--- config.mk ---
export PLATFORM = sky130hd
export DESIGN_NAME = noc_burst_sched_flat
export DESIGN_NICKNAME = d
export VERILOG_FILES = /design/src/rtl/noc_burst_sched_if.sv /design/src/rtl/noc_burst_sched.sv /design/src/flat_wrapper.sv
export SDC_FILE = /design/constraint.sdc
export NUM_CORES = 1
export LEC_CHECK = 0
export ABC_CLOCK_PERIOD_IN_PS = 4200
export BUFFER_PORTS_ARGS = -buffer_cell sky130_fd_sc_hd__buf_2
export CAP_MARGIN = 15
export CORE_UTILIZATION = 30
export CTS_CLUSTER_DIAMETER = 80
export CTS_CLUSTER_SIZE = 25
export DETAILED_ROUTE_END_ITERATION = 8
export SLEW_MARGIN = 5
export SYNTH_ARGS = -nofsm -noshare
export SYNTH_HDL_FRONTEND = slang
export SYNTH_SLANG_ARGS = --single-unit
--- constraint.sdc ---
create_clock -name clk -period 4.2 [get_ports clk]
set_input_delay 0.21 -clock clk [delete_from_list [all_inputs] [get_ports clk]]
set_output_delay 0.21 -clock clk [all_outputs]
set_load 0.1 [all_outputs]
--- src/rtl/noc_burst_sched_if.sv ---
// Command/completion channel between the burst scheduler and the NoC master unit.
// Latency: none (wires only).
// Backpressure: cmd_ready from the NoC side stalls the command held on cmd_valid.
interface noc_burst_sched_if #(
  parameter int AW   = 32,
  parameter int LENW = 8
);
  logic            cmd_valid;
  logic            cmd_ready;
  logic [AW-1:0]   cmd_addr;
  logic [LENW-1:0] cmd_len;
  logic [2:0]      cmd_id;
  logic            done_valid;

  // Scheduler side: drives the command, sees ready and completions.
  modport master (
    output cmd_valid, cmd_addr, cmd_len, cmd_id,
    input  cmd_ready, done_valid
  );

  // NoC side: consumes the command, reports ready and completions.
  modport slave (
    input  cmd_valid, cmd_addr, cmd_len, cmd_id,
    output cmd_ready, done_valid
  );
endinterface

--- src/rtl/noc_burst_sched.sv ---
// Round-robin burst scheduler sharing one NoC command port among NREQ requesters.
// Latency: req seen in IDLE -> gnt next cycle (ARB) -> cmd_valid the cycle after; 3 cycles per command at best.
// Backpressure: command held stable until cmd_ready; new grants blocked while outst == MAX_OUTST or start low.
// Optional watchdog on outstanding completions enabled by defining NOC_SCHED_WDOG_EN.
module noc_burst_sched #(
  parameter int NREQ      = 4,
  parameter int AW        = 32,
  parameter int LENW      = 8,
  parameter int MAX_OUTST = 4,
  parameter int TIMEOUT   = 1024
) (
  input  logic                 clk,
  input  logic                 rst,
  input  logic                 start,
  input  logic [NREQ-1:0]      req,
  input  logic [NREQ*AW-1:0]   req_addr,
  input  logic [NREQ*LENW-1:0] req_len,
  output logic [NREQ-1:0]      gnt,
  noc_burst_sched_if.master    cmd,
  output logic [3:0]           outst,
  output logic                 busy,
  output logic                 err
);

  localparam int IW = (NREQ > 1) ? $clog2(NREQ) : 1;

  localparam logic [1:0] ST_IDLE  = 2'd0;
  localparam logic [1:0] ST_ARB   = 2'd1;
  localparam logic [1:0] ST_ISSUE = 2'd2;

  logic [1:0]      state_q, state_d;
  logic [2:0]      rr_ptr_q, rr_ptr_d;
  logic [AW-1:0]   cmd_addr_q, cmd_addr_d;
  logic [LENW-1:0] cmd_len_q, cmd_len_d;
  logic [2:0]      cmd_id_q, cmd_id_d;
  logic [3:0]      outst_q, outst_d;
  logic            err_q, err_d;

  logic            win_vld;
  logic [2:0]      win_idx;
  logic [3:0]      cand;
  logic [AW-1:0]   win_addr;
  logic [LENW-1:0] win_len;
  logic            hs;
  logic            wdog_hit;

  assign hs = (state_q == ST_ISSUE) && cmd.cmd_ready;

  // Round-robin search: first requesting index at or after rr_ptr, wrapping.
  always_comb begin
    win_vld = 1'b0;
    win_idx = '0;
    cand    = '0;
    for (int i = 0; i < NREQ; i++) begin
      cand = {1'b0, rr_ptr_q} + 4'(i);
      if (cand >= 4'(NREQ)) cand = cand - 4'(NREQ);
      if (!win_vld && req[cand[IW-1:0]]) begin
        win_vld = 1'b1;
        win_idx = cand[2:0];
      end
    end
  end

  // Select the winner's address and length from the packed request buses.
  always_comb begin
    win_addr = '0;
    win_len  = '0;
    for (int i = 0; i < NREQ; i++) begin
      if (3'(i) == win_idx) begin
        win_addr = req_addr[i*AW +: AW];
        win_len  = req_len[i*LENW +: LENW];
      end
    end
  end

  // One-cycle grant pulse to the winner while in ARB.
  always_comb begin
    gnt = '0;
    if (state_q == ST_ARB && win_vld) gnt = {{(NREQ-1){1'b0}}, 1'b1} << win_idx;
  end

  // Scheduler FSM: wait for eligible request, arbitrate, hold command until accepted.
  always_comb begin
    state_d    = state_q;
    rr_ptr_d   = rr_ptr_q;
    cmd_addr_d = cmd_addr_q;
    cmd_len_d  = cmd_len_q;
    cmd_id_d   = cmd_id_q;
    case (state_q)
      ST_IDLE: begin
        if (start && (req != '0) && (outst_q < 4'(MAX_OUTST))) state_d = ST_ARB;
      end
      ST_ARB: begin
        if (win_vld) begin
          cmd_addr_d = win_addr;
          cmd_len_d  = win_len;
          cmd_id_d   = win_idx;
          state_d    = ST_ISSUE;
        end else begin
          state_d = ST_IDLE;
        end
      end
      ST_ISSUE: begin
        if (cmd.cmd_ready) begin
          rr_ptr_d = (cmd_id_q == 3'(NREQ-1)) ? 3'd0 : cmd_id_q + 3'd1;
          state_d  = ST_IDLE;
        end
      end
      default: state_d = ST_IDLE;
    endcase
  end

`ifdef NOC_SCHED_WDOG_EN
  localparam int WW = $clog2(TIMEOUT + 1);
  logic [WW-1:0] wdog_q, wdog_d;

  // Watchdog: counts cycles with commands outstanding and no completion, saturating at TIMEOUT.
  always_comb begin
    wdog_d = wdog_q;
    if (cmd.done_valid || (outst_q == 4'd0)) wdog_d = '0;
    else if (wdog_q != WW'(TIMEOUT)) wdog_d = wdog_q + 1'b1;
    wdog_hit = (wdog_d == WW'(TIMEOUT));
  end

  // Watchdog counter register.
  always_ff @(posedge clk or posedge rst) begin
    if (rst) wdog_q <= '0;
    else     wdog_q <= wdog_d;
  end
`else
  assign wdog_hit = 1'b0;
`endif

  // Outstanding count and sticky error; simultaneous issue and completion cancel out.
  always_comb begin
    outst_d = outst_q;
    err_d   = err_q;
    if (hs && !cmd.done_valid) begin
      outst_d = outst_q + 4'd1;
    end else if (!hs && cmd.done_valid) begin
      if (outst_q != 4'd0) outst_d = outst_q - 4'd1;
      else                 err_d   = 1'b1;
    end
    if (wdog_hit) err_d = 1'b1;
  end

  // State registers; reset drops cmd_valid immediately and loses the outstanding count.
  always_ff @(posedge clk or posedge rst) begin
    if (rst) begin
      state_q    <= ST_IDLE;
      rr_ptr_q   <= '0;
      cmd_addr_q <= '0;
      cmd_len_q  <= '0;
      cmd_id_q   <= '0;
      outst_q    <= '0;
      err_q      <= 1'b0;
    end else begin
      state_q    <= state_d;
      rr_ptr_q   <= rr_ptr_d;
      cmd_addr_q <= cmd_addr_d;
      cmd_len_q  <= cmd_len_d;
      cmd_id_q   <= cmd_id_d;
      outst_q    <= outst_d;
      err_q      <= err_d;
    end
  end

  assign cmd.cmd_valid = (state_q == ST_ISSUE);
  assign cmd.cmd_addr  = cmd_addr_q;
  assign cmd.cmd_len   = cmd_len_q;
  assign cmd.cmd_id    = cmd_id_q;
  assign outst         = outst_q;
  assign err           = err_q;
  assign busy          = (state_q != ST_IDLE) || (outst_q != 4'd0);

endmodule

--- src/flat_wrapper.sv ---
// flat-port wrapper written by rule: the top's interface ports become plain ports
module noc_burst_sched_flat 
#(
  parameter int NREQ      = 4,
  parameter int AW        = 32,
  parameter int LENW      = 8,
  parameter int MAX_OUTST = 4,
  parameter int TIMEOUT   = 1024
)
  (clk, rst, start, req, req_addr, req_len, gnt, outst, busy, err, cmd_cmd_valid, cmd_cmd_addr, cmd_cmd_len, cmd_cmd_id, cmd_cmd_ready, cmd_done_valid);
  noc_burst_sched_if #(.AW(AW), .LENW(LENW)) cmd_i ();
  input  logic clk;
  input  logic rst;
  input  logic start;
  input  logic [NREQ-1:0] req;
  input  logic [NREQ*AW-1:0] req_addr;
  input  logic [NREQ*LENW-1:0] req_len;
  output logic [NREQ-1:0] gnt;
  output logic [3:0] outst;
  output logic busy;
  output logic err;
  output wire logic [$bits(cmd_i.cmd_valid)-1:0] cmd_cmd_valid;
  output wire logic [$bits(cmd_i.cmd_addr)-1:0] cmd_cmd_addr;
  output wire logic [$bits(cmd_i.cmd_len)-1:0] cmd_cmd_len;
  output wire logic [$bits(cmd_i.cmd_id)-1:0] cmd_cmd_id;
  input wire logic [$bits(cmd_i.cmd_ready)-1:0] cmd_cmd_ready;
  input wire logic [$bits(cmd_i.done_valid)-1:0] cmd_done_valid;
  assign cmd_cmd_valid = cmd_i.cmd_valid;
  assign cmd_cmd_addr = cmd_i.cmd_addr;
  assign cmd_cmd_len = cmd_i.cmd_len;
  assign cmd_cmd_id = cmd_i.cmd_id;
  assign cmd_i.cmd_ready = cmd_cmd_ready;
  assign cmd_i.done_valid = cmd_done_valid;
  noc_burst_sched #(.NREQ(NREQ), .AW(AW), .LENW(LENW), .MAX_OUTST(MAX_OUTST), .TIMEOUT(TIMEOUT)) u_core (.clk(clk), .rst(rst), .start(start), .req(req), .req_addr(req_addr), .req_len(req_len), .gnt(gnt), .cmd(cmd_i), .outst(outst), .busy(busy), .err(err));
endmodule
## After elaboration in Yosys (flattened, before gate mapping)

Cells that the tools add are included.

- Memory bits (read-only): 0
- Memories: 0
- Bits of input ports: 169
- Output and inout port bits: 54
- Memory bits (writable): 0
- Bits in latches: 0
- Register bits: 53
- Logic and storage cells: 101

- Bitwise gates (word level): 2
- Shift operators: 1
- Divide/modulo/power cells: 0
- Muxes and demuxes: 37
- Equality and inequality tests: 8
- Multiply operators: 0
- Reductions and logical operators: 27
- Magnitude comparators: 9
- Add/subtract/negate cells: 10

Operator list:

| cell | number |
|---|---|
| 32-bit two-way mux | 4 |
| 8-bit two-way mux | 4 |
| 3-bit two-way mux | 9 |
| 4-bit two-way mux | 4 |
| 4-bit by 3-bit greater-or-equal comparator with 1-bit output (second input constant) | 3 |
| 2-bit by 3-bit less-than comparator with 1-bit output (second input constant) | 4 |
| 3-bit subtractor (second input constant) | 4 |
| 1-bit logical AND | 9 |
| 3-bit by 2-bit adder with 4-bit output (second input constant) | 2 |
| 1-bit binary-select mux with 2-bit select | 4 |
| 1-bit two-way mux | 8 |
| 2-bit AND reduction | 4 |
| 4-bit nonzero test | 2 |
| 2-bit by 3-bit equality test with 1-bit output (first input constant) | 2 |
| 2-bit two-way mux | 3 |
| 2-bit one-hot mux with 3 select lines | 1 |
| 2-bit nonzero test | 3 |
| 1-bit logical NOT | 5 |
| 3-bit by 1-bit adder with 4-bit output (second input constant) | 1 |
| 4-bit by 1-bit adder with 4-bit output (second input constant) | 1 |
| 4-bit by 3-bit less-than comparator with 1-bit output (second input constant) | 1 |
| 2-bit by 1-bit != test with 1-bit output (second input constant) | 2 |
| 1-bit by 3-bit << shifter with 4-bit output (first input constant) | 1 |
| 4-bit by 1-bit subtractor with 4-bit output (second input constant) | 1 |
| 11 further kinds | 12 |

## Longest topological paths before layout

Gate-level depths: netlist (run 1).

- Word-level depth: 19
- Gate-level depth with buffers: 14
- Gate-level depth less buffers: 12

## Least setup slack after synthesis (run 1)

Ideal clock, no wire load.

- Kind: register to output
- Start: reg u_core.rr_ptr_q[1]
- End: out gnt[1]
- Setup slack: 0.476 ns
- Stages on the path, launching flop included: 12
- Path buffers: 3
- Arrival time: 3.514 ns
- Data required time: 3.990 ns
- Path through: dfrtp_1 -> clkbuf_1 -> inv_1 -> ha_1 -> buf_2 -> mux2i_1 -> mux2_2 -> o32ai_1 -> o221ai_2 -> nand3_1 -> buf_4 -> nor2_1

- Word-level cells in the longest chain between the ends: 16
- Elaborated cells between the ends (all ways): 40
- Classes of those cells: 7 x add/sub; 4 x order compare; 1 x shift; 21 x mux; 7 x reduce/logical

RTL lines:

| element | RTL line | source |
|---|---|---|
| from (decl) | noc_burst_sched.sv:32 | `logic [2:0] rr_ptr_q, rr_ptr_d;` |
| from (signal assigned) | noc_burst_sched.sv:159 | `rr_ptr_q <= rr_ptr_d;` |
| branches (longest 15 deep; another with 3-bit by 1-bit adder with 4-bit output) | -- |  |
| 4-bit two-way mux * | noc_burst_sched.sv:79 | `if (state_q == ST_ARB && win_vld) gnt = {{(NREQ-1){1'b0}}, 1'b1} << win_idx;` |
| to (decl) | flat_wrapper.sv:18 | `output logic [NREQ-1:0] gnt;` |

Every way passes the cells marked *. The select of a mux whose other input is x is not followed.

## Worst setup path after layout (run 1)

- Start: reg u_core.rr_ptr_q[0]
- End: out gnt[3]

Same word-level chain as after synthesis.

==> run summary, run 1 <==
### Hold path
• worst min path class: in -> async

### Critical path
• depth of the critical timing path with buffers and inverters included: 8
• CP Capture Type: output pin
• Buffers & Inverters on Critical Path: 3
• signal arrival time at the worst endpoint: 3.74 ns
• Crit. Startpoint: u_core.rr_ptr_q[0]
• CP Cell Sequence: inv_1, ha_1, inv_1, o41ai_1, o22ai_1, a21o_2, and4_4, buf_2
• Max FO, Critical Path: 30
• Setup crit start kind: flip-flop
• cell class contributing the biggest share of worst-path delay: compound AO/OA/AOI/OAI gates
• kind of critical path: reg -> out
• most used cell, CP: sky130_fd_sc_hd__inv_1
• count of cells along the worst register-to-register path: 9
• biggest cell delay along the critical path: 0.59 ns
• worst reg2reg startpoint: u_core.rr_ptr_q[0]
• data required time at the worst endpoint: 3.99 ns
• cell type of the slowest stage on the worst timing path: sky130_fd_sc_hd__dfrtp_1

### STA
• max frequency: 253 MHz
• number of max-slew violations in the final report: 0
• setup-violating endpoint count in the final report: 0
• setup_tns: 0 ns
• Min Clock Period, post-route: 3.95 ns
• Worst Tran Pin Value: 0.762 ns
• tightest slew margin relative to the limit: 49.2%
• ratio of final minimum period to clock period: 94.1%
• final setup skew: 0.00568 ns
• count of final hold-check violations: 0
• setup repair after global routing missed its margin: false
• worst hold slack: 0.110 ns

### Clock network
• Resized cells post-CTS: 0
• cell at the root of the clock tree: sky130_fd_sc_hd__clkbuf_16
• number of buffers created by CTS: 5
• setup repair bufs after CTS: 0
• clock tree from TritonCTS: yes
• hold bufs inserted after CTS: 0
• number of H-tree branching levels: 2
• clock net sink count: 53
• largest buffer count on any clock path: 2
• clock edge transition at the registers on the reported setup and hold paths: 0.07 ns
• Skew-Pair Late Insertion Delay: 0.29 ns

### Yosys
• Post-synth top flop: sky130_fd_sc_hd__dfrtp_1
• leading area contributor after synthesis: sky130_fd_sc_hd__dfrtp_1
• leading post-synthesis cells by cell area: sky130_fd_sc_hd__dfrtp_1, sky130_fd_sc_hd__nand2_1, sky130_fd_sc_hd__a22oi_1, sky130_fd_sc_hd__o21a_1, sky130_fd_sc_hd__a31oi_1
• register bit total from synthesis: 53
• number of unique standard cell types used by synthesis: 46
• fraction of synthesized cell area taken by the top area cell type: 37.6%
• count of flip-flops with a built-in enable after synthesis: 0
• Synth async-reset ratio: 100%
• post-synthesis average cell area: 8.34 um2
• sequential area share after synthesis: 37.6%
• Netlist Area Pre-Place: 3530 um2
• YS warnings: 0
• Syn Inst Count: 423
• net count after synthesis: 600

### Power and ir drop
• leakage power: 2.46 nW
• part of the power in combinational logic: 71.4%
• Pint: 1.86 mW
• part of the power in registers: 18.6%
• switching component of the power: 2.97 mW
• net switching fraction of the power: 61.5%
• PnR Total Power: 4.83 mW
• IR drop worst, VDD: 0.484 mV
• relative contribution of the clock network to total power: 10.0%
• P per Cell Area: 992 nW/um2

### Die
• height of the chip: 110 um
• placement row count: 39
• Initial Utilization: 30.9%
• overall die area: 12,200 um2
• floorplan die width: 110 um
• ports placed on the boundary: 223
• core area: 11,400 um2

### Placement
• I/O Buffers: 222
• number of placed instances, taps included: 756
• detailed placement HPWL: 9090 um
• gpl congestion: 0.873

### Route
• total wire length: 12,200 um
• DRC violations left: 0
• met3 wire length: 787 um
• Metal-1 WL: 4940 um
• number of violations reported at the end of detailed-routing iteration 0: 238
• detailed-routed wire length on met2: 6190 um
• Top Layer Used: met4
• Final ANT Viol Nets: 0
• iteration count of the initial detailed-routing pass: 6
• number of vias in the routed layout: 3,969
• routed length per placed instance: 15.9 um
• average via count per standard cell: 5.20

### Flow run
• max-cap check violation count: 0

### GRT
• first-pass GRT wire length: 19,300 um
• final global-route overflow total: 0
• total routing usage reported by global routing: 19.5%
• vias in the first global route: 3,901
• antenna violations before repair: 0
• largest net degree at the start of global routing: 54

### Layout
• commonest cells after routing, fill and taps aside: sky130_fd_sc_hd__buf_2, sky130_fd_sc_hd__nand2_1, sky130_fd_sc_hd__dfrtp_1, sky130_fd_sc_hd__o21ai_1, sky130_fd_sc_hd__o21ai_0
• most frequent standard cell in the layout excluding fill and tap cells: sky130_fd_sc_hd__buf_2
• area added between synthesis and finish: 37.9%
• utilization after layout: 42.6%
• Final Net Count: 797
• fraction of final layout cells sized beyond drive strength 1: 39.9%
• Antenna diodes: 0
• non-filler instance count after layout: 764

### Status
• outcome: completed

[power groups by stage]
stage                     sequential [mW]  clock [mW]  combinational, mW
after CTS                           0.896       0.498               3.45
final                               0.898       0.483               3.45
after global routing                0.927       0.520               3.67
after floorplan                      2.22           0               1.50
after detailed placement            0.900           0               3.46
after global placement              0.895           0               3.40
[worst register-to-register path, stage by stage, from the launching register on]
cell	delay (ns)
sky130_fd_sc_hd__dfrtp_1	0.59
sky130_fd_sc_hd__inv_1	0.16
sky130_fd_sc_hd__ha_1	0.51
sky130_fd_sc_hd__mux2_2	0.39
sky130_fd_sc_hd__a31oi_1	0.15
sky130_fd_sc_hd__nand3_1	0.11
sky130_fd_sc_hd__nand2_1	0.47
sky130_fd_sc_hd__o211a_1	0.76
sky130_fd_sc_hd__o21ai_0	0.23
sky130_fd_sc_hd__o21ai_1	0.18
[per-layer routing]
layer / vias up / global-route usage (%)
li1: 1953 / -
met1: 1812 / 22.9
met2: 187 / 35.8
met3: 17 / 3.02
met4: 0 / 6.67
met5: - / 0
[synthesized netlist by cell type, types with 5 or more instances]
cell,number
sky130_fd_sc_hd__a31oi_1,30
sky130_fd_sc_hd__a211o_1,11
sky130_fd_sc_hd__a21oi_1,27
sky130_fd_sc_hd__buf_2,11
sky130_fd_sc_hd__a22oi_1,29
sky130_fd_sc_hd__buf_4,5
sky130_fd_sc_hd__o21a_1,29
sky130_fd_sc_hd__dfrtp_1,53
sky130_fd_sc_hd__o21ai_0,32
sky130_fd_sc_hd__inv_1,12
sky130_fd_sc_hd__ha_1,7
sky130_fd_sc_hd__o21ai_1,34
sky130_fd_sc_hd__nor2_1,10
sky130_fd_sc_hd__clkbuf_1,20
sky130_fd_sc_hd__nand2_1,61
[final cells by class]
cell class	instances	area, um2
clock inverters	1	30.0
fillers	1181	6550
well taps	143	179
multi-input cells	319	1960
inverters	12	45.0
repair buffers	229	1180
flip-flops and latches	53	1330
clock buffers	7	143
[final timing paths]
check / endpoint / slack, ns
setup / recovery: gnt[3] / 0.25
hold / removal: u_core.cmd.cmd_addr[28] / 0.11
setup reg to reg: u_core.cmd.cmd_len[2] / 0.58
hold reg to reg: u_core.err / 0.46
max in group asynchronous: u_core.cmd.cmd_len[7] / 3.63
min in group clk: u_core.state_q[1] / 0.13
[kinds of logic (layout without fill, tap and decap cells)]
| logic type | after synthesis | after routing | synth area share [%] |
|---|---|---|---|
| multiplexers | 5 | 5 | 1.52 |
| flip-flops | 53 | 53 | 37.6 |
| buffers and inverters | 51 | 249 | 6.99 |
| XOR/XNOR | 3 | 3 | 0.745 |
| AO/OA/AOI/OAI | 207 | 207 | 37.5 |
| adder cells (fa/ha/maj) | 8 | 8 | 3.05 |
| AND/OR/NAND/NOR | 96 | 96 | 12.6 |
[flip-flops by register name, indices dropped and copies added, names as in the netlist]
| register | cells |
|---|---|
| u_core.cmd.cmd_addr | 32 |
| u_core.cmd.cmd_id | 3 |
| u_core.cmd.cmd_len | 8 |
| u_core.state_q | 2 |
| u_core.outst | 4 |
| u_core.rr_ptr_q | 3 |
| u_core.err | 1 |
[per-stage QoR]
stage                     area (um2)  setup slack (ns)
final                           4870             0.249
after CTS                       4870             0.243
after global placement          4690             0.774
after detailed placement        4690             0.563
after global routing            4870            0.0156
after floorplan                 3530             0.476
Note: power is estimated with default switching activity, not from simulation.
==> inputs of run 2 (changes only) <==
--- a/config.mk
+++ b/config.mk
@@ -5,7 +5,7 @@
 export SDC_FILE = /design/constraint.sdc
 export NUM_CORES = 1
 export LEC_CHECK = 0
-export ABC_CLOCK_PERIOD_IN_PS = 4200
+export ABC_CLOCK_PERIOD_IN_PS = 4400
 export BUFFER_PORTS_ARGS = -buffer_cell sky130_fd_sc_hd__buf_2
 export CAP_MARGIN = 15
 export CORE_UTILIZATION = 30
==> constraint.sdc (replaced) <==
create_clock -name clk -period 4.4 [get_ports clk]
set_input_delay 0.22 -clock clk [delete_from_list [all_inputs] [get_ports clk]]
set_output_delay 0.22 -clock clk [all_outputs]
set_load 0.1 [all_outputs]
==> run summary, run 2 (synthesized netlist as in run 1, its figures left out) <==
### Layout
• multi-input logic area: 1960 um2
• utilization after layout: 42.4%
• Fillers: 1,168
• total non-filler cell area in the finished layout: 4840 um2
• Final Net Count: 797
• non-filler instance count after layout: 763
• max reg flops: 32
• most frequent standard cell in the layout excluding fill and tap cells: sky130_fd_sc_hd__buf_2
• fraction of final layout cells sized beyond drive strength 1: 40.0%
• register cell area after layout: 1330 um2
• Antenna diodes: 0
• commonest cells after routing, fill and taps aside: sky130_fd_sc_hd__buf_2, sky130_fd_sc_hd__nand2_1, sky130_fd_sc_hd__dfrtp_1, sky130_fd_sc_hd__o21ai_1, sky130_fd_sc_hd__o21ai_0
• area added between synthesis and finish: 37.1%

### Critical path
• internal reg-to-reg setup slack: 0.64 ns
• capture point of the critical path: gnt[2]
• Setup crit start kind: flip-flop
• reg-to-reg critical path endpoint: u_core.cmd.cmd_len[1]
• worst reg2reg startpoint: u_core.rr_ptr_q[0]
• Crit. Startpoint: u_core.rr_ptr_q[0]
• count of cells along the worst register-to-register path: 9
• Max FO, Critical Path: 17
• data required time at the worst endpoint: 4.18 ns
• kind of critical path: reg -> out
• CP Capture Type: output pin
• signal arrival time at the worst endpoint: 3.74 ns

### Die
• floorplan die width: 110 um
• height of the chip: 110 um
• placement row count: 39
• Initial Utilization: 30.9%
• overall die area: 12,200 um2
• core area: 11,400 um2
• ports placed on the boundary: 223

### Route
• number of vias in the routed layout: 4,015
• average via count per standard cell: 5.26
• iteration count of the initial detailed-routing pass: 6
• routed length per placed instance: 15.8 um
• total wire length: 12,100 um
• DRC violations left: 0
• Final ANT Viol Nets: 0
• number of violations reported at the end of detailed-routing iteration 0: 166

### STA
• max frequency: 253 MHz
• final setup skew: 0.00790 ns
• setup_tns: 0 ns
• setup-violating endpoint count in the final report: 0
• setup repair after global routing missed its margin: false
• count of final hold-check violations: 0
• Worst Tran Pin Value: 0.881 ns
• ratio of final minimum period to clock period: 90.0%
• number of max-slew violations in the final report: 0
• Min Clock Period, post-route: 3.96 ns
• tightest slew margin relative to the limit: 41.3%

### Power and ir drop
• IR drop worst, VDD: 0.479 mV
• P per Cell Area: 948 nW/um2
• leakage power: 2.45 nW

### Placement
• Area after DPL: 4680 um2
• I/O Buffers: 222
• detailed placement HPWL: 8860 um
• number of placed instances, taps included: 756
• gpl congestion: 0.852

### Clock network
• Resized cells post-CTS: 0
• cell at the root of the clock tree: sky130_fd_sc_hd__clkbuf_16
• hold bufs inserted after CTS: 0
• number of buffers created by CTS: 5
• number of H-tree branching levels: 2
• clock edge transition at the registers on the reported setup and hold paths: 0.07 ns
• largest buffer count on any clock path: 2
• clock net sink count: 53
• Skew-Pair Late Insertion Delay: 0.29 ns
• clock tree from TritonCTS: yes
• setup repair bufs after CTS: 0

### Hold path
• worst min path class: in -> async

### GRT
• final global-route overflow total: 0
• antenna violations before repair: 0
• first-pass GRT wire length: 19,300 um
• largest net degree at the start of global routing: 55
• total routing usage reported by global routing: 19.4%
• vias in the first global route: 3,920

### Status
• outcome: completed

### Flow run
• max-cap check violation count: 0

-- run 2: cell count changes in the layout (fill, tap and decap cells not counted) --
| cell | previous run | this run |
|---|---|---|
| sky130_fd_sc_hd__buf_12 | 1 | 0 |
| sky130_fd_sc_hd__buf_2 | 221 | 222 |
| sky130_fd_sc_hd__clkbuf_1 | 1 | 0 |
| sky130_fd_sc_hd__clkbuf_8 | 1 | 0 |
| sky130_fd_sc_hd__clkinv_2 | 0 | 1 |
-- run 2: area by class of cell --
type                            count  area share (%)
Clock buffer                        5            2.59
Clock inverter                      2           0.724
Timing Repair Buffer              229            24.0
Multi-Input combinational cell    319            40.6
Inverter                           12           0.931
Sequential cell                    53            27.4
Tap cell                          143            3.70
-- run 2: routing by layer --
| metal | wire length [um] | GRT usage, % | part of all wire, % |
|---|---|---|---|
| met5 | 0 | 0 | 0 |
| met4 | 315 | 7.20 | 2.6 |
| met3 | 660 | 3.07 | 5.5 |
| met2 | 6180 | 36.1 | 51 |
| met1 | 4890 | 22.0 | 41 |
-- run 2: per-stage QoR --
step	hold slack, ns	worst slack, ns	power, mW
after floorplan	0.328	0.666	3.55
after global placement	0.425	0.930	4.11
after detailed placement	0.437	0.770	4.17
after CTS	0.135	0.446	4.61
after global routing	0.169	0.193	4.85
final	0.123	0.441	4.59
-- run 2: worst max-delay path: stages, from the launching register on --
cell and delay [ns]:
sky130_fd_sc_hd__dfrtp_1 0.59, sky130_fd_sc_hd__inv_1 0.17, sky130_fd_sc_hd__ha_1 0.52, sky130_fd_sc_hd__mux2_2 0.40
sky130_fd_sc_hd__a31oi_1 0.14, sky130_fd_sc_hd__nand3_1 0.11, sky130_fd_sc_hd__nand2_1 0.49, sky130_fd_sc_hd__nand3_2 0.38
sky130_fd_sc_hd__nor2_1 0.20, sky130_fd_sc_hd__buf_2 0.45
-- run 2: worst min path at each step --
stage | cells after the start | end | slack [ns] | startpoint
finish | 3 | u_core.cmd.cmd_addr[28] | 0.12 | rst
global route | 3 | u_core.cmd.cmd_addr[28] | 0.17 | rst
CTS | 2 | u_core.state_q[1] | 0.13 | cmd_cmd_ready
detailed placement | 2 | u_core.state_q[1] | 0.44 | cmd_cmd_ready
global placement | 2 | u_core.state_q[1] | 0.43 | cmd_cmd_ready
floorplan | 1 | u_core.state_q[1] | 0.33 | cmd_cmd_ready
-- run 2: where the power goes --
group	internal [mW]	switching (mW)	leakage [nW]	total, mW
registers	0.687	0.167	0.675	0.855
logic	0.798	2.49	1.70	3.29
clock network	0.265	0.176	0.0797	0.440
total	1.75	2.84	2.45	4.59
==> inputs of run 3 (changes only) <==
--- a/config.mk
+++ b/config.mk
@@ -5,6 +5,7 @@
 export SDC_FILE = /design/constraint.sdc
 export NUM_CORES = 1
 export LEC_CHECK = 0
+export ABC_AREA = 1
 export ABC_CLOCK_PERIOD_IN_PS = 4400
 export BUFFER_PORTS_ARGS = -buffer_cell sky130_fd_sc_hd__buf_2
 export CAP_MARGIN = 15
==> run summary, run 3 <==
### Route
• DRC violations left: 0
• number of vias in the routed layout: 4,732
• Final ANT Viol Nets: 0
• iteration count of the initial detailed-routing pass: 5
• number of violations reported at the end of detailed-routing iteration 0: 241
• routed length per placed instance: 14.0 um
• average via count per standard cell: 4.67
• total wire length: 14,100 um

### Yosys
• Netlist Area Pre-Place: 4090 um2
• number of unique standard cell types used by synthesis: 33
• sequential area share after synthesis: 32.4%
• Syn Inst Count: 640
• register bit total from synthesis: 53
• most instantiated library cell after synthesis: sky130_fd_sc_hd__nand2_1
• leading area contributor after synthesis: sky130_fd_sc_hd__dfrtp_1
• count of flip-flops with a built-in enable after synthesis: 0
• multiplexer share of the synthesized area: 0%
• leading post-synthesis cells by cell area: sky130_fd_sc_hd__dfrtp_1, sky130_fd_sc_hd__nand3_1, sky130_fd_sc_hd__nand2_1, sky130_fd_sc_hd__inv_1, sky130_fd_sc_hd__nor2_1
• xor and xnor fraction of the mapped netlist area: 0.428%
• dominant combinational cell family by area after synthesis: simple AND/OR/NAND/NOR gates
• leading post-synthesis cells by instance count: sky130_fd_sc_hd__nand2_1, sky130_fd_sc_hd__nand3_1, sky130_fd_sc_hd__inv_1
• Synth Area in Adders: 2.63%
• Post-synth top flop: sky130_fd_sc_hd__dfrtp_1
• net count after synthesis: 817
• complex-gate fraction of the synthesized area: 5.29%
• YS warnings: 0
• post-synthesis average cell area: 6.39 um2
• fraction of synthesized cell area taken by the top area cell type: 32.4%
• Synth async-reset ratio: 100%
• simple-gate portion of the synthesized area: 47.3%

### Layout
• area added between synthesis and finish: 33.2%
• Final Net Count: 1,013
• commonest cells after routing, fill and taps aside: sky130_fd_sc_hd__buf_2, sky130_fd_sc_hd__nand2_1, sky130_fd_sc_hd__nand3_1, sky130_fd_sc_hd__inv_1, sky130_fd_sc_hd__dfrtp_1
• fraction of final layout cells sized beyond drive strength 1: 31.3%
• max reg flops: 32
• Fillers: 1,489
• total non-filler cell area in the finished layout: 5450 um2
• Antenna diodes: 0
• most frequent standard cell in the layout excluding fill and tap cells: sky130_fd_sc_hd__buf_2

### Hold path
• worst min path class: in -> reg

### Critical path
• internal reg-to-reg setup slack: 1.23 ns
• count of cells along the worst register-to-register path: 14
• worst reg2reg startpoint: u_core.rr_ptr_q[0]
• CP Capture Type: output pin
• kind of critical path: reg -> out
• Max FO, Critical Path: 27
• Crit. Startpoint: u_core.rr_ptr_q[0]
• data required time at the worst endpoint: 4.18 ns
• capture point of the critical path: gnt[2]
• reg-to-reg critical path endpoint: u_core.cmd.cmd_addr[15]
• Setup crit start kind: flip-flop
• signal arrival time at the worst endpoint: 3.31 ns

### Clock network
• Resized cells post-CTS: 0
• number of H-tree branching levels: 2
• Skew-Pair Late Insertion Delay: 0.30 ns
• clock tree from TritonCTS: yes
• number of buffers created by CTS: 5
• largest buffer count on any clock path: 2
• cell at the root of the clock tree: sky130_fd_sc_hd__clkbuf_16
• hold bufs inserted after CTS: 0
• clock edge transition at the registers on the reported setup and hold paths: 0.07 ns
• setup repair bufs after CTS: 0
• clock net sink count: 53

### STA
• number of max-slew violations in the final report: 0
• setup-violating endpoint count in the final report: 0
• Min Clock Period, post-route: 3.53 ns
• max frequency: 283 MHz
• ratio of final minimum period to clock period: 80.2%
• count of final hold-check violations: 0
• tightest slew margin relative to the limit: 50.6%
• final setup skew: 0.00764 ns
• setup repair after global routing missed its margin: false
• setup_tns: 0 ns
• Worst Tran Pin Value: 0.739 ns

### Status
• outcome: completed

### GRT
• gr busiest metal: met2
• largest net degree at the start of global routing: 62
• final global-route overflow total: 0
• routing usage on met1: 26.8%
• global-route met3 utilization: 4.10%
• vias in the first global route: 4,554
• met2 track utilization from global routing: 34.0%
• total routing usage reported by global routing: 20.4%
• first-pass GRT wire length: 22,900 um
• antenna violations before repair: 0

### Die
• floorplan die width: 119 um
• ports placed on the boundary: 223
• Initial Utilization: 30.9%
• placement row count: 42
• overall die area: 14,100 um2
• height of the chip: 119 um
• core area: 13,200 um2

### Flow run
• max-cap check violation count: 0

### Placement
• I/O Buffers: 222
• gpl congestion: 0.865
• Area after DPL: 5270 um2
• detailed placement HPWL: 10,500 um

-- run 3: critical path, cell delays in order, from the launching register on --
cell                      delay, ns
sky130_fd_sc_hd__dfrtp_1       0.60
sky130_fd_sc_hd__inv_6         0.09
sky130_fd_sc_hd__ha_1          0.34
sky130_fd_sc_hd__inv_1         0.13
sky130_fd_sc_hd__nand3_1       0.10
sky130_fd_sc_hd__nand2_1       0.16
sky130_fd_sc_hd__nand4_1       0.14
sky130_fd_sc_hd__nand3_2       0.22
sky130_fd_sc_hd__inv_2         0.11
sky130_fd_sc_hd__nor2_8        0.31
sky130_fd_sc_hd__nand2_4       0.24
sky130_fd_sc_hd__nor2_1        0.14
sky130_fd_sc_hd__buf_2         0.44
-- run 3: cell families after synthesis --
group	after synthesis
compound gates	41
xor+xnor	2
fa+ha+maj	8
buf+inv	107
flops	53
simple gates	429
-- run 3: worst min path at each step --
stage	startpoint	to	slack [ns]	cells past startpoint
after global routing	cmd_cmd_ready	u_core.state_q[1]	0.12	2
after global placement	cmd_cmd_ready	u_core.state_q[1]	0.43	2
after CTS	cmd_cmd_ready	u_core.state_q[1]	0.11	2
final	cmd_cmd_ready	u_core.state_q[1]	0.12	2
after floorplan	cmd_cmd_ready	u_core.state_q[1]	0.31	1
after detailed placement	cmd_cmd_ready	u_core.state_q[1]	0.43	2
-- run 3: layout make-up --
class / count / area [um2] / share of cell area (%)
Clock buffer: 6 / 139 / 2.55
Clock inverter: 2 / 37.5 / 0.689
Inverter: 67 / 259 / 4.76
Multi-Input combinational cell: 480 / 2300 / 42.2
Sequential cell: 53 / 1330 / 24.4
Tap cell: 176 / 220 / 4.04
Timing Repair Buffer: 229 / 1160 / 21.4
-- run 3: metal layers --
metal / share of wire [%] / vias up
li1: - / 2467
met1: 46 / 2105
met2: 46 / 146
met3: 6.2 / 14
met4: 1.6 / 0
met5: 0 / -
-- run 3: through the flow --
stage	std cells	utilization, %	setup slack, ns	hold slack [ns]
after floorplan	640	-	0.826	0.306
after global placement	1005	39.8	1.28	0.425
after detailed placement	1005	39.8	1.21	0.428
after CTS	1013	41.1	0.874	0.113
after global routing	1013	41.1	0.652	0.121
final	1013	41.1	0.870	0.122
Power of run 3 is not shown: default switching activity piles up to over one toggle a cycle in this logic, so the estimate is an artifact.
